<file path="src/rtl/prog_loader.sv">
// Boot loader: takes a length-prefixed byte stream, packs little-endian 32-bit
// words into instruction memory from address 0, then releases the core reset.
module prog_loader #(
  parameter int ADDR_W  = 10,
  parameter int TIMEOUT = 65535
) (
  input  logic              CLK,
  input  logic              RST,
  input  logic [7:0]        in_data,
  input  logic              in_valid,
  output logic              in_ready,
  output logic              mem_we,
  output logic [ADDR_W-1:0] mem_addr,
  output logic [31:0]       mem_wdata,
  output logic              cpu_rst,
  output logic              done,
  output logic              err
);

  typedef enum logic [2:0] {S_LEN_LO, S_LEN_HI, S_DATA, S_WRITE, S_DONE, S_ERR} state_t;

  localparam int          TW    = (TIMEOUT < 2) ? 1 : $clog2(TIMEOUT + 1);
  localparam logic [16:0] DEPTH = 17'(1) << ADDR_W;

  state_t              state_q, state_d;
  logic [15:0]         len_q, len_d;
  logic [1:0]          bidx_q, bidx_d;
  // One extra bit so a full-depth load never wraps before the last compare.
  logic [ADDR_W:0]     word_q, word_d, word_nxt;
  logic [31:0]         asm_q, asm_d;
  logic [TW-1:0]       tmo_q, tmo_d;
  logic                in_ready_q, in_ready_d;
  logic                mem_we_q, mem_we_d;
  logic [ADDR_W-1:0]   mem_addr_q, mem_addr_d;
  logic [31:0]         mem_wdata_q, mem_wdata_d;
  logic                cpu_rst_q, cpu_rst_d;
  logic                done_q, done_d;
  logic                err_q, err_d;

  logic        xfer, tmo_hit;
  logic [15:0] len_new;

  assign xfer     = in_valid & in_ready_q;
  assign tmo_hit  = (tmo_q == TW'(TIMEOUT - 1));
  assign len_new  = {in_data, len_q[7:0]};
  assign word_nxt = word_q + {{ADDR_W{1'b0}}, 1'b1};

  always_comb begin
    state_d     = state_q;
    len_d       = len_q;
    bidx_d      = bidx_q;
    word_d      = word_q;
    asm_d       = asm_q;
    tmo_d       = '0;
    mem_we_d    = 1'b0;
    mem_addr_d  = mem_addr_q;
    mem_wdata_d = mem_wdata_q;

    // Idle counter only matters once the frame has started.
    if (state_q == S_LEN_HI || state_q == S_DATA)
      tmo_d = xfer ? '0 : tmo_q + TW'(1);

    case (state_q)
      S_LEN_LO: if (xfer) begin
        len_d[7:0] = in_data;
        state_d    = S_LEN_HI;
      end
      S_LEN_HI: begin
        if (xfer) begin
          len_d[15:8] = in_data;
          if (len_new == 16'd0 || {1'b0, len_new} > DEPTH) state_d = S_ERR;
          else                                               state_d = S_DATA;
        end else if (tmo_hit) begin
          state_d = S_ERR;
        end
      end
      S_DATA: begin
        if (xfer) begin
          asm_d  = {in_data, asm_q[31:8]};
          bidx_d = bidx_q + 2'd1;
          if (bidx_q == 2'd3) begin
            state_d     = S_WRITE;
            mem_we_d    = 1'b1;
            mem_addr_d  = word_q[ADDR_W-1:0];
            mem_wdata_d = {in_data, asm_q[31:8]};
          end
        end else if (tmo_hit) begin
          state_d = S_ERR;
        end
      end
      S_WRITE: begin
        word_d  = word_nxt;
        state_d = (17'(word_nxt) == {1'b0, len_q}) ? S_DONE : S_DATA;
      end
      default: ;
    endcase

    in_ready_d = (state_d == S_LEN_LO) || (state_d == S_LEN_HI) || (state_d == S_DATA);
    cpu_rst_d  = (state_d != S_DONE);
    done_d     = (state_d == S_DONE);
    err_d      = (state_d == S_ERR);
  end

  always_ff @(posedge CLK or posedge RST) begin
    if (RST) begin
      state_q     <= S_LEN_LO;
      len_q       <= '0;
      bidx_q      <= '0;
      word_q      <= '0;
      asm_q       <= '0;
      tmo_q       <= '0;
      in_ready_q  <= 1'b0;
      mem_we_q    <= 1'b0;
      mem_addr_q  <= '0;
      mem_wdata_q <= '0;
      cpu_rst_q   <= 1'b1;
      done_q      <= 1'b0;
      err_q       <= 1'b0;
    end else begin
      state_q     <= state_d;
      len_q       <= len_d;
      bidx_q      <= bidx_d;
      word_q      <= word_d;
      asm_q       <= asm_d;
      tmo_q       <= tmo_d;
      in_ready_q  <= in_ready_d;
      mem_we_q    <= mem_we_d;
      mem_addr_q  <= mem_addr_d;
      mem_wdata_q <= mem_wdata_d;
      cpu_rst_q   <= cpu_rst_d;
      done_q      <= done_d;
      err_q       <= err_d;
    end
  end

  assign in_ready  = in_ready_q;
  assign mem_we    = mem_we_q;
  assign mem_addr  = mem_addr_q;
  assign mem_wdata = mem_wdata_q;
  assign cpu_rst   = cpu_rst_q;
  assign done      = done_q;
  assign err       = err_q;

endmodule

</file>
<file path="config.mk">
export PLATFORM = sky130hd
export DESIGN_NAME = prog_loader
export DESIGN_NICKNAME = d
export VERILOG_FILES = /design/src/rtl/prog_loader.sv
export SDC_FILE = /design/constraint.sdc
export NUM_CORES = 1
export LEC_CHECK = 0
export BUFFER_PORTS_ARGS = -buffer_cell sky130_fd_sc_hd__buf_2
export CAP_MARGIN = 20
export CORE_MARGIN = 2
export CORE_UTILIZATION = 65
export CTS_BUF_LIST = sky130_fd_sc_hd__clkbuf_4
export CTS_CLUSTER_SIZE = 12
export DETAILED_ROUTE_END_ITERATION = 8
export GPL_TIMING_DRIVEN = 0
export PLACE_DENSITY = 0.9
export SLEW_MARGIN = 10
export SYNTH_ARGS = -nofsm -noshare
export SYNTH_HDL_FRONTEND = slang
export SYNTH_SLANG_ARGS = --single-unit
</file>
<file path="constraint.sdc">
create_clock -name CLK -period 11.9 [get_ports CLK]
set_input_delay 2.38 -clock CLK [delete_from_list [all_inputs] [get_ports CLK]]
set_output_delay 2.38 -clock CLK [all_outputs]
set_load 0.1 [all_outputs]
</file>
==> flow_summary.yaml, run 1 <==
timing:
  grt_setup_unrepaired: "no"
  setup_total_negative_slack_ns: 0
  tightestPinTransition_ns: 0.929
  clock_skew_ns: 0.0131
  slew_violations: 0
  finalHoldViolations: 0
  layout_worst_path_cycle_share_pct: 32.2
  timing.slew.headroom_pct: 37.6
  max_freq_mhz: 261
  setup-violations-final: 0
  period_needed_ns: 3.83
floorplan:
  die-area_mm2: 0.00872
  die_height_um: 93.4
  die-width_um: 93.4
  core_area_mm2: 0.00773
  initial_core_util_pct: 67.2
  number_of_placement_rows: 32
  num_io_pins: 58
global_routing:
  gr_ovfl_total: 0
  wire_length_of_the_first_global_routing_pass_um: 17500
  grt_pass1_vias: 3646
  grt.total_usage_pct: 26.6
  pin_count_of_the_biggest_net_entering_global_routing: 64
  grt_antenna_before_repair: 0
worst_setup_path:
  critical_path.slowest_cell: "sky130_fd_sc_hd__dfstp_2"
  r2r_cells: 8
  regToRegSetupSlack_ns: 9.50
  timing.critical_path.arrival_ns: 1.45
  worst_setup_path_start_kind: "flip-flop"
  cell_by_cell_trace_of_the_critical_path: "buf_2"
  worst_path_buffer_plus_inverter_count: 1
  path_delay_family: "flip-flops"
  cp_data_required_time_ns: 9.52
  regToRegEndpoint: "in_ready"
  worst_path_largest_cell_delay_ns: 0.54
  critical_path.endpoint_type: "primary output"
  timing.setup.critical_path_class: "flip-flop to primary output"
  highest_net_fanout_along_the_worst_path: 1
  critical_path.reg2reg.startpoint: "word_q[0]"
power_and_ir_drop:
  ir_worst_vdd_mv: 0.0713
  total_leakage_power_nw: 3.10
  power_frac_comb_pct: 1.8
  switching_share_pct: 23.3
  pwr_density_cell_mw_per_mm2: 126
  pwr-share-seq_pct: 53.5
  share_clk_of_total_power_pct: 44.7
  internal_power_w: 0.000579
  power.net_switching_w: 0.000176
yosys:
  postSynthCellCount: 406
  synth_edf_count: 0
  yosysTopAreaCell: "sky130_fd_sc_hd__dfrtp_1"
  synth.ff_latch_count: 119
  synth.distinct_cells: 48
  synth_area_mm2: 0.00519
  synth_warnings: 0
  yosysSeqAreaShare_pct: 57.3
  syn_nets: 421
  async_reset_ff_share_pct: 100
  leading_cell_types_by_total_area_after_synthesis: "sky130_fd_sc_hd__dfrtp_1, sky130_fd_sc_hd__mux2_2, sky130_fd_sc_hd__xor2_1, sky130_fd_sc_hd__xnor2_1, sky130_fd_sc_hd__nor2_1"
  synth-main-ff-cell: "sky130_fd_sc_hd__dfrtp_1"
  synth_largest_type_area_fraction_pct: 56.8
  postSynthAreaPerCell_um2: 12.8
routing:
  route.detailed.drc: 0
  routed-via-count: 3501
  detail_route.wirelength_um: 10600
  ant_nets: 0
  detail_route.vias_per_cell: 5.85
  post_drt_wl_per_cell_um: 17.7
  drtIter0Drc: 242
  dr.pass1.iters: 5
clock_network:
  post_cts_resize_count: 0
  cts_buffer_depth: 2
  cts_htree_levels: 4
  ctsRootBufferMaster: "sky130_fd_sc_hd__clkbuf_4"
  clk_transition_reported_paths_ns: 0.12
  clk_sink_count: 119
  cts.hold.buffers_added: 0
  cts_tree: "yes"
  cts-buffers-inserted: 17
  worst_skew_pair.late_latency_ns: 0.51
  post_cts_buffers: 0
job:
  maxCapViolCount: 0
final_layout:
  nets: 498
  area_growth_pct: 15.2
  layout.cells.most_common: "sky130_fd_sc_hd__dfrtp_1"
  final_layout_size_suffix_gt1_share_pct: 39.5
  ff_latch_area_mm2: 0.00298
  post_route_non_filler_standard_cell_count: 598
  antenna_cells_inserted: 0
  filler_cell_count: 481
  commonest_cells_after_routing_fill_and_taps_aside: "sky130_fd_sc_hd__dfrtp_1, sky130_fd_sc_hd__mux2_2, sky130_fd_sc_hd__buf_2, sky130_fd_sc_hd__nor2_1, sky130_fd_sc_hd__nand2_1"
  multi_input_gate_area_in_the_final_layout_mm2: 0.00212
worst_hold_path:
  worstHoldPathCells: 1
  hold_start: "bidx_q[0]"
  hold_path.class: "flip-flop to flip-flop"
  holdPathEnd: "bidx_q[0]"
placed_design:
  place.port_buffers: 57
  dp.cells: 566
  dpl_wire_length_um: 7470
  globalplace.congestion: 0.816
status:
  status: "finished, final reports clean"
## power by group through the flow
stage / combinational (W) / sequential (W) / clock [W]
global route: 0.0000155 / 0.000404 / 0.000362
CTS: 0.0000139 / 0.000404 / 0.000343
global placement: 0.0000121 / 0.000412 / 0
floorplan: 0.00000647 / 0.000412 / 0
finish: 0.0000134 / 0.000404 / 0.000338
detailed placement: 0.0000139 / 0.000412 / 0
## metrics by stage
step / total power [W] / setup WS [ns] / instance area, um^2 / util, % / hold WS (ns)
6_report: 0.000755 / 8.07 / 5980 / 77.4 / 0.480
5_1_grt: 0.000781 / 8.01 / 5980 / 77.4 / 0.518
4_1_cts: 0.000761 / 8.03 / 5980 / 77.4 / 0.483
3_5_place_dp: 0.000426 / 7.81 / 5640 / 73.0 / 0.465
3_3_place_gp: 0.000424 / 5.30 / 5610 / 72.6 / 0.455
2_1_floorplan: 0.000419 / 6.36 / 5190 / - / 0.448
## registers in the layout, indices dropped and copies added (netlist names)
signal     count
mem_wdata     32
asm_q         24
len_q         16
tmo_q         16
word_q        11
mem_addr      10
state_q        3
bidx_q         2
cpu_rst        1
done           1
err            1
in_ready       1
mem_we         1
## Yosys cell counts (2+ instances only)
library cell               instances
sky130_fd_sc_hd__xor2_1           23
sky130_fd_sc_hd__mux2_2           81
sky130_fd_sc_hd__and2_1            2
sky130_fd_sc_hd__and3_1            3
sky130_fd_sc_hd__clkbuf_1          3
sky130_fd_sc_hd__nor3_1            8
sky130_fd_sc_hd__dfrtp_1         118
sky130_fd_sc_hd__nor2b_1           4
sky130_fd_sc_hd__inv_1             8
sky130_fd_sc_hd__nor2_1           26
sky130_fd_sc_hd__buf_2             9
sky130_fd_sc_hd__nand2_1          24
sky130_fd_sc_hd__nand3_1          16
sky130_fd_sc_hd__o21ai_0           7
sky130_fd_sc_hd__a21oi_1           9
sky130_fd_sc_hd__xnor2_1          16
sky130_fd_sc_hd__or3_1             6
sky130_fd_sc_hd__and4_1            3
sky130_fd_sc_hd__ha_1              4
sky130_fd_sc_hd__nor4_1            5
sky130_fd_sc_hd__nand4_1           4
## worst register-to-register path, cell delays in order, from the launching register on
cell	delay, ns
sky130_fd_sc_hd__dfrtp_1	0.56
sky130_fd_sc_hd__ha_1	0.21
sky130_fd_sc_hd__buf_2	0.20
sky130_fd_sc_hd__and4_2	0.30
sky130_fd_sc_hd__nand2_1	0.12
sky130_fd_sc_hd__nor4b_1	0.36
sky130_fd_sc_hd__or3_1	0.16
sky130_fd_sc_hd__and4b_4	0.28
sky130_fd_sc_hd__o32ai_2	0.10
## layout make-up
cell class / count / share of cell area [%]
plain buffers: 13 / 1.13
clock buffers: 17 / 2.13
clock inverters: 15 / 3.60
inverters: 8 / 0.586
multi-input cells: 266 / 35.4
flip-flops and latches: 119 / 49.8
well taps: 102 / 2.13
repair buffers: 58 / 5.23
## worst max path at each step
stage                     to  cells after the start     start
2_1_floorplan      asm_q[10]                      1       RST
6_report             cpu_rst                      1   cpu_rst
5_1_grt              cpu_rst                      1   cpu_rst
3_5_place_dp   mem_wdata[27]                      6  in_valid
4_1_cts              cpu_rst                      1   cpu_rst
3_3_place_gp     mem_addr[8]                      2       RST
## layer usage
metal | part of all wire (%) | track usage (%) | vias up | routed length, um
li1 | - | - | 1598 | -
met1 | 40 | 31.8 | 1751 | 4260
met2 | 53 | 45.7 | 126 | 5650
met3 | 4.5 | 6.37 | 26 | 477
met4 | 1.7 | 11.8 | 0 | 180
met5 | 0 | 0 | - | 0
## cells by family after synthesis
group	count (synthesis)	share of synthesized area, %
buffers and inverters	21	1.88
muxes	82	17.8
adders and majority gates	4	0.963
DFF	119	57.3
and+or+nand+nor	112	11.4
AOI/OAI and AO/OA	29	4.09
xor gates and xnor gates	39	6.57
(Power assumes the default switching activity.)
==> run 2: changes to the inputs <==
--- a/config.mk
+++ b/config.mk
@@ -8,12 +8,12 @@
 export BUFFER_PORTS_ARGS = -buffer_cell sky130_fd_sc_hd__buf_2
 export CAP_MARGIN = 20
 export CORE_MARGIN = 2
-export CORE_UTILIZATION = 65
+export CORE_UTILIZATION = 55
 export CTS_BUF_LIST = sky130_fd_sc_hd__clkbuf_4
 export CTS_CLUSTER_SIZE = 12
 export DETAILED_ROUTE_END_ITERATION = 8
 export GPL_TIMING_DRIVEN = 0
-export PLACE_DENSITY = 0.9
+export PLACE_DENSITY = 0.82
 export SLEW_MARGIN = 10
 export SYNTH_ARGS = -nofsm -noshare
 export SYNTH_HDL_FRONTEND = slang
==> constraint.sdc (replaced) <==
create_clock -name CLK -period 3.5 [get_ports CLK]
set_input_delay 0.7 -clock CLK [delete_from_list [all_inputs] [get_ports CLK]]
set_output_delay 0.7 -clock CLK [all_outputs]
set_load 0.1 [all_outputs]
==> run 2 against run 1 <==
  * Via count down 2.7%
  * Global-route usage down 5.2 points
  * Design area up 0.42%
  * Sequential cell count unchanged
  * Register-to-register slack worse by 8.3 ns
  * Routed wire length down 3.7%
  * Die area up 17%
  * Non-clock buffer count up 2
  * Combinational power rose to 3.8 times the previous value
  * Setup slack worse by 6.8 ns
  * Critical path type is now flip-flop to flip-flop
  * Clock skew up 0.0080 ns
  * Total power rose to 3.3 times the previous value
==> flow_summary.yaml, run 2 (same netlist as run 1, synthesis figures left out) <==
final_layout:
  layout.cells.most_common: "sky130_fd_sc_hd__dfrtp_1"
  final_layout_size_suffix_gt1_share_pct: 39.4
  commonest_cells_after_routing_fill_and_taps_aside: "sky130_fd_sc_hd__dfrtp_1, sky130_fd_sc_hd__mux2_2, sky130_fd_sc_hd__buf_2, sky130_fd_sc_hd__nor2_1, sky130_fd_sc_hd__nand2_1"
  largest_register_ff_count: 32
  utilization_after_layout_pct: 65.3
  area_growth_pct: 15.7
  nets: 500
  filler_cell_count: 681
  antenna_cells_inserted: 0
worst_setup_path:
  cp_data_required_time_ns: 3.93
  worst_path_largest_cell_delay_ns: 0.53
  highest_net_fanout_along_the_worst_path: 8
  critical_path.endpoint_type: "flip-flop"
  critical_path.slowest_cell: "sky130_fd_sc_hd__dfrtp_1"
  cell_by_cell_trace_of_the_critical_path: "ha_1 -> buf_2 -> a21oi_1 -> o31ai_1 -> a21oi_1 -> or3_1 -> and4b_4 -> o32ai_2"
  path_delay_family: "compound AO/OA/AOI/OAI gates"
  timing.critical_path.arrival_ns: 2.71
  worst_setup_path_start_kind: "flip-flop"
  cpMostUsedCell: "sky130_fd_sc_hd__a21oi_1"
  worst_path_buffer_plus_inverter_count: 1
  timing.setup.critical_path_class: "flip-flop to flip-flop"
clock_network:
  clk_sink_count: 119
  cts-buffers-inserted: 17
  cts_buffer_depth: 2
  worst_skew_pair.late_latency_ns: 0.53
  clk_transition_reported_paths_ns: 0.11
  post_cts_buffers: 0
  cts_htree_levels: 4
  post_cts_resize_count: 0
  cts_tree: "yes"
  ctsRootBufferMaster: "sky130_fd_sc_hd__clkbuf_4"
  cts.hold.buffers_added: 0
timing:
  slew_violations: 0
  layout_worst_path_cycle_share_pct: 65.2
  tightestPinTransition_ns: 0.937
  grt_setup_unrepaired: "no"
  clock_skew_ns: 0.0211
  setup-violations-final: 0
  period_needed_ns: 2.28
  timing.slew.headroom_pct: 37.0
  setup_total_negative_slack_ns: 0
  finalHoldViolations: 0
  max_freq_mhz: 438
routing:
  ant_nets: 0
  route.detailed.drc: 0
  drtIter0Drc: 134
  routed-via-count: 3407
  detail_route.wirelength_um: 10200
  dr.pass1.iters: 4
  post_drt_wl_per_cell_um: 16.7
  detail_route.vias_per_cell: 5.59
floorplan:
  num_io_pins: 58
  die-area_mm2: 0.0102
  number_of_placement_rows: 35
  initial_core_util_pct: 56.5
  die-width_um: 101
  core_area_mm2: 0.00920
  die_height_um: 101
global_routing:
  grt_pass1_vias: 3419
  pin_count_of_the_biggest_net_entering_global_routing: 40
  wire_length_of_the_first_global_routing_pass_um: 16500
  grt.total_usage_pct: 21.3
  grt_antenna_before_repair: 0
  gr_ovfl_total: 0
power_and_ir_drop:
  ir_worst_vdd_mv: 0.329
  pwr_density_cell_mw_per_mm2: 418
  total_leakage_power_nw: 3.10
job:
  maxCapViolCount: 0
placed_design:
  globalplace.congestion: 0.862
  dpl_wire_length_um: 7240
  place.port_buffers: 57
status:
  status: "finished, final reports clean"
worst_hold_path:
  hold_path.class: "input port to asynchronous set/reset pin"
run 2: cell types whose count changed in the layout (fill, tap and decap cells not counted), sizes merged:
cell | before | now
inv | 15 | 7
clkinv | 3 | 7
clkinvlp | 1 | 4
buf | 68 | 70
clkbuf | 20 | 21
run 2: path summary, 6_finish.rpt:
kind	startpoint	endpoint	slack (ns)	cells after the start
min in group CLK	mem_addr[2]	mem_addr[2]	0.49	2
max in group asynchronous	RST	cpu_rst	2.45	4
min	RST	mem_addr[7]	0.22	2
min reg2reg	mem_addr[2]	mem_addr[2]	0.49	2
max reg2reg	word_q[0]	in_ready	1.22	8
max	word_q[0]	in_ready	1.22	8
run 2: area by class of cell:
class	count	area, um^2	area share, %
tap	111	139	2.31
clock inverter	14	183	3.04
multi-input combinational	266	2120	35.3
inverter	8	33.8	0.562
clock buffer	18	135	2.25
timing repair buffer	60	353	5.87
sequential	119	2980	49.6
buffer	13	67.6	1.12
run 2: worst reg2reg max path, stage by stage (launching register included):
cell	delay, ns
sky130_fd_sc_hd__dfrtp_1	0.53
sky130_fd_sc_hd__ha_1	0.19
sky130_fd_sc_hd__buf_2	0.19
sky130_fd_sc_hd__a21oi_1	0.09
sky130_fd_sc_hd__o31ai_1	0.23
sky130_fd_sc_hd__a21oi_1	0.10
sky130_fd_sc_hd__or3_1	0.38
sky130_fd_sc_hd__and4b_4	0.23
sky130_fd_sc_hd__o32ai_2	0.25
run 2: stage by stage:
stage               hold slack (ns)  instances  setup slack [ns]  power [W]  cell area [um^2]
floorplan                     0.448        406              1.16    0.00142              5200
global placement              0.460        574             0.704    0.00144              5620
detailed placement            0.469        577              1.10    0.00145              5690
CTS                           0.204        609              1.23    0.00254              6010
global route                  0.219        609              1.03    0.00260              6010
finish                        0.219        609              1.22    0.00251              6010
run 2: per-layer routing:
metal | vias to the layer above | share of wire [%] | track usage [%]
li1 | 1590 | - | -
met1 | 1731 | 43 | 26.9
met2 | 64 | 51 | 35.5
met3 | 22 | 4.1 | 6.28
met4 | 0 | 1.7 | 7.28
met5 | - | 0 | 0
run 2: report_power, final:
part | internal [W] | switching [W] | total [W]
Clock | 0.000567 | 0.000521 | 0.00109
Sequential | 0.00137 | 0 | 0.00137
Combinational | 0.0000131 | 0.0000383 | 0.0000514
Total | 0.00195 | 0.000560 | 0.00251
==> run 3: changes to the inputs <==
==> constraint.sdc (replaced) <==
create_clock -name CLK -period 2 [get_ports CLK]
set_input_delay 0.4 -clock CLK [delete_from_list [all_inputs] [get_ports CLK]]
set_output_delay 0.4 -clock CLK [all_outputs]
set_load 0.1 [all_outputs]
==> run 3 against run 2 <==
  * Hold slack got worse by 0.028 ns
  * Combinational power increased by 73%
  * Critical path depth decreased by 1
  * Setup slack got worse by 1.2 ns
  * Largest cell class unchanged
==> flow_summary.yaml, run 3 (same netlist as run 1, synthesis figures left out) <==
floorplan:
  core_area_mm2: 0.00920
  die-area_mm2: 0.0102
  die-width_um: 101
  num_io_pins: 58
  number_of_placement_rows: 35
  initial_core_util_pct: 56.5
  die_height_um: 101
clock_network:
  cts-buffers-inserted: 17
  cts_tree: "yes"
  clk_transition_reported_paths_ns: 0.12
  clk_sink_count: 119
  worst_skew_pair.late_latency_ns: 0.53
  ctsRootBufferMaster: "sky130_fd_sc_hd__clkbuf_4"
  cts_htree_levels: 4
  cts_buffer_depth: 2
placed_design:
  dp.cells: 577
  place.port_buffers: 57
  post_dp_cell_area_mm2: 0.00570
  pre_cts_ws_ns: -0.155
  globalplace.congestion: 0.810
  dpl_wire_length_um: 6900
worst_setup_path:
  timing.setup.critical_path_class: "flip-flop to flip-flop"
  timing.critical_path.arrival_ns: 2.37
  worst_setup_path_start_kind: "flip-flop"
  cp_data_required_time_ns: 2.42
  critical_path.endpoint_type: "flip-flop"
  highest_net_fanout_along_the_worst_path: 5
final_layout:
  final_layout_size_suffix_gt1_share_pct: 44.5
  largest_register_ff_count: 32
  fin_area_mm2: 0.00618
  antenna_cells_inserted: 0
  post_route_non_filler_standard_cell_count: 626
  commonest_cells_after_routing_fill_and_taps_aside: "sky130_fd_sc_hd__dfrtp_1, sky130_fd_sc_hd__mux2_2, sky130_fd_sc_hd__buf_2, sky130_fd_sc_hd__nor2_1, sky130_fd_sc_hd__xor2_1"
  layout.cells.most_common: "sky130_fd_sc_hd__dfrtp_1"
  area_growth_pct: 19.0
  nets: 517
  utilization_after_layout_pct: 67.2
timing:
  slew_violations: 0
  clock_skew_ns: 0.0178
  finalHoldViolations: 0
  layout_worst_path_cycle_share_pct: 97.8
  grt_setup_unrepaired: "yes"
  setup-violations-final: 0
  setup_total_negative_slack_ns: 0
  final.setup.worst_slack_ns: 0.0449
  period_needed_ns: 1.96
  tightestPinTransition_ns: 0.842
  timing.slew.headroom_pct: 43.4
  max_freq_mhz: 511
routing:
  ant_nets: 0
  detail_route.wirelength_um: 9920
  dr.pass1.iters: 6
  detail_route.vias_per_cell: 5.48
  route.detailed.drc: 0
  post_drt_wl_per_cell_um: 15.8
  drtIter0Drc: 138
  routed-via-count: 3433
power_and_ir_drop:
  total_leakage_power_nw: 3.18
  pwr_density_cell_mw_per_mm2: 689
  ir_worst_vdd_mv: 0.444
global_routing:
  grt_antenna_before_repair: 0
  grt_pass1_vias: 3386
  wire_length_of_the_first_global_routing_pass_um: 16600
  grt.total_usage_pct: 21.1
  gr_ovfl_total: 0
  pin_count_of_the_biggest_net_entering_global_routing: 38
job:
  maxCapViolCount: 0
worst_hold_path:
  hold_path.class: "input port to flip-flop"
status:
  status: "finished, final reports clean"
[run 3: cell count changes in the layout (fill, tap and decap cells not counted), moves of 3 or more]
cell / before / now
sky130_fd_sc_hd__dfrtp_1: 118 / 112
sky130_fd_sc_hd__nand2_2: 0 / 3
sky130_fd_sc_hd__dfrtp_2: 0 / 6
sky130_fd_sc_hd__buf_4: 0 / 16
sky130_fd_sc_hd__inv_6: 0 / 5
sky130_fd_sc_hd__nand2_1: 24 / 21
sky130_fd_sc_hd__buf_2: 66 / 62
[run 3: final timing paths]
| check | start | endpoint | slack (ns) | depth (start not counted) |
|---|---|---|---|---|
| max | word_q[1] | in_ready | 0.04 | 7 |
| min | in_data[7] | mem_wdata[31] | 0.19 | 2 |
| max reg2reg | word_q[1] | in_ready | 0.04 | 7 |
| min reg2reg | mem_addr[8] | mem_addr[8] | 0.49 | 2 |
| max in group asynchronous | RST | tmo_q[14] | 0.84 | 5 |
| min in group asynchronous | RST | mem_addr[2] | 0.41 | 3 |
[run 3: what timing repair did]
action	4_1_cts	5_1_grt
setup endpoints to repair	40	44
endpoints found under the hold margin	16	0
gates resized for setup	7	12
pin swaps	3	10
buffers inserted	5	13
hold buffers	1	0
[run 3: cell type report]
cell class                      count  area, um^2
Fill cell                         659        3010
Sequential cell                   119        2990
Multi-Input combinational cell    266        2160
Timing Repair Buffer               79         498
Clock inverter                     15         168
Tap cell                          111         139
Clock buffer                       17         128
Buffer                             11        66.3
Inverter                            8        33.8
[run 3: critical path, stage by stage (launching register included)]
cell and delay, ns:
sky130_fd_sc_hd__dfrtp_2 0.41, sky130_fd_sc_hd__buf_6 0.13, sky130_fd_sc_hd__nand2_4 0.07, sky130_fd_sc_hd__or2_4 0.26
sky130_fd_sc_hd__xnor2_1 0.13, sky130_fd_sc_hd__a2111o_1 0.39, sky130_fd_sc_hd__and4b_4 0.37, sky130_fd_sc_hd__o32ai_2 0.09
[run 3: metal layers]
metal / part of all wire, % / up-vias / track usage, %
met1: 44 / 1731 / 27.4
met3: 3.8 / 16 / 5.38
met4: 1.2 / 0 / 8.63
li1: - / 1624 / -
met5: 0 / - / 0
met2: 51 / 62 / 34.2
[run 3: where the power goes]
| group | internal [W] | switching [W] | total [W] | leakage [nW] |
|---|---|---|---|---|
| registers | 0.00240 | 0 | 0.00240 | 1.64 |
| logic | 0.0000230 | 0.0000660 | 0.0000890 | 1.38 |
| clock network | 0.000771 | 0.000996 | 0.00177 | 0.160 |
[run 3: per-stage QoR]
step	hold WS (ns)	total power, W
2_1_floorplan	0.448	0.00249
3_3_place_gp	0.456	0.00253
6_report	0.190	0.00426
4_1_cts	0.162	0.00430
3_5_place_dp	0.428	0.00254
5_1_grt	0.150	0.00443
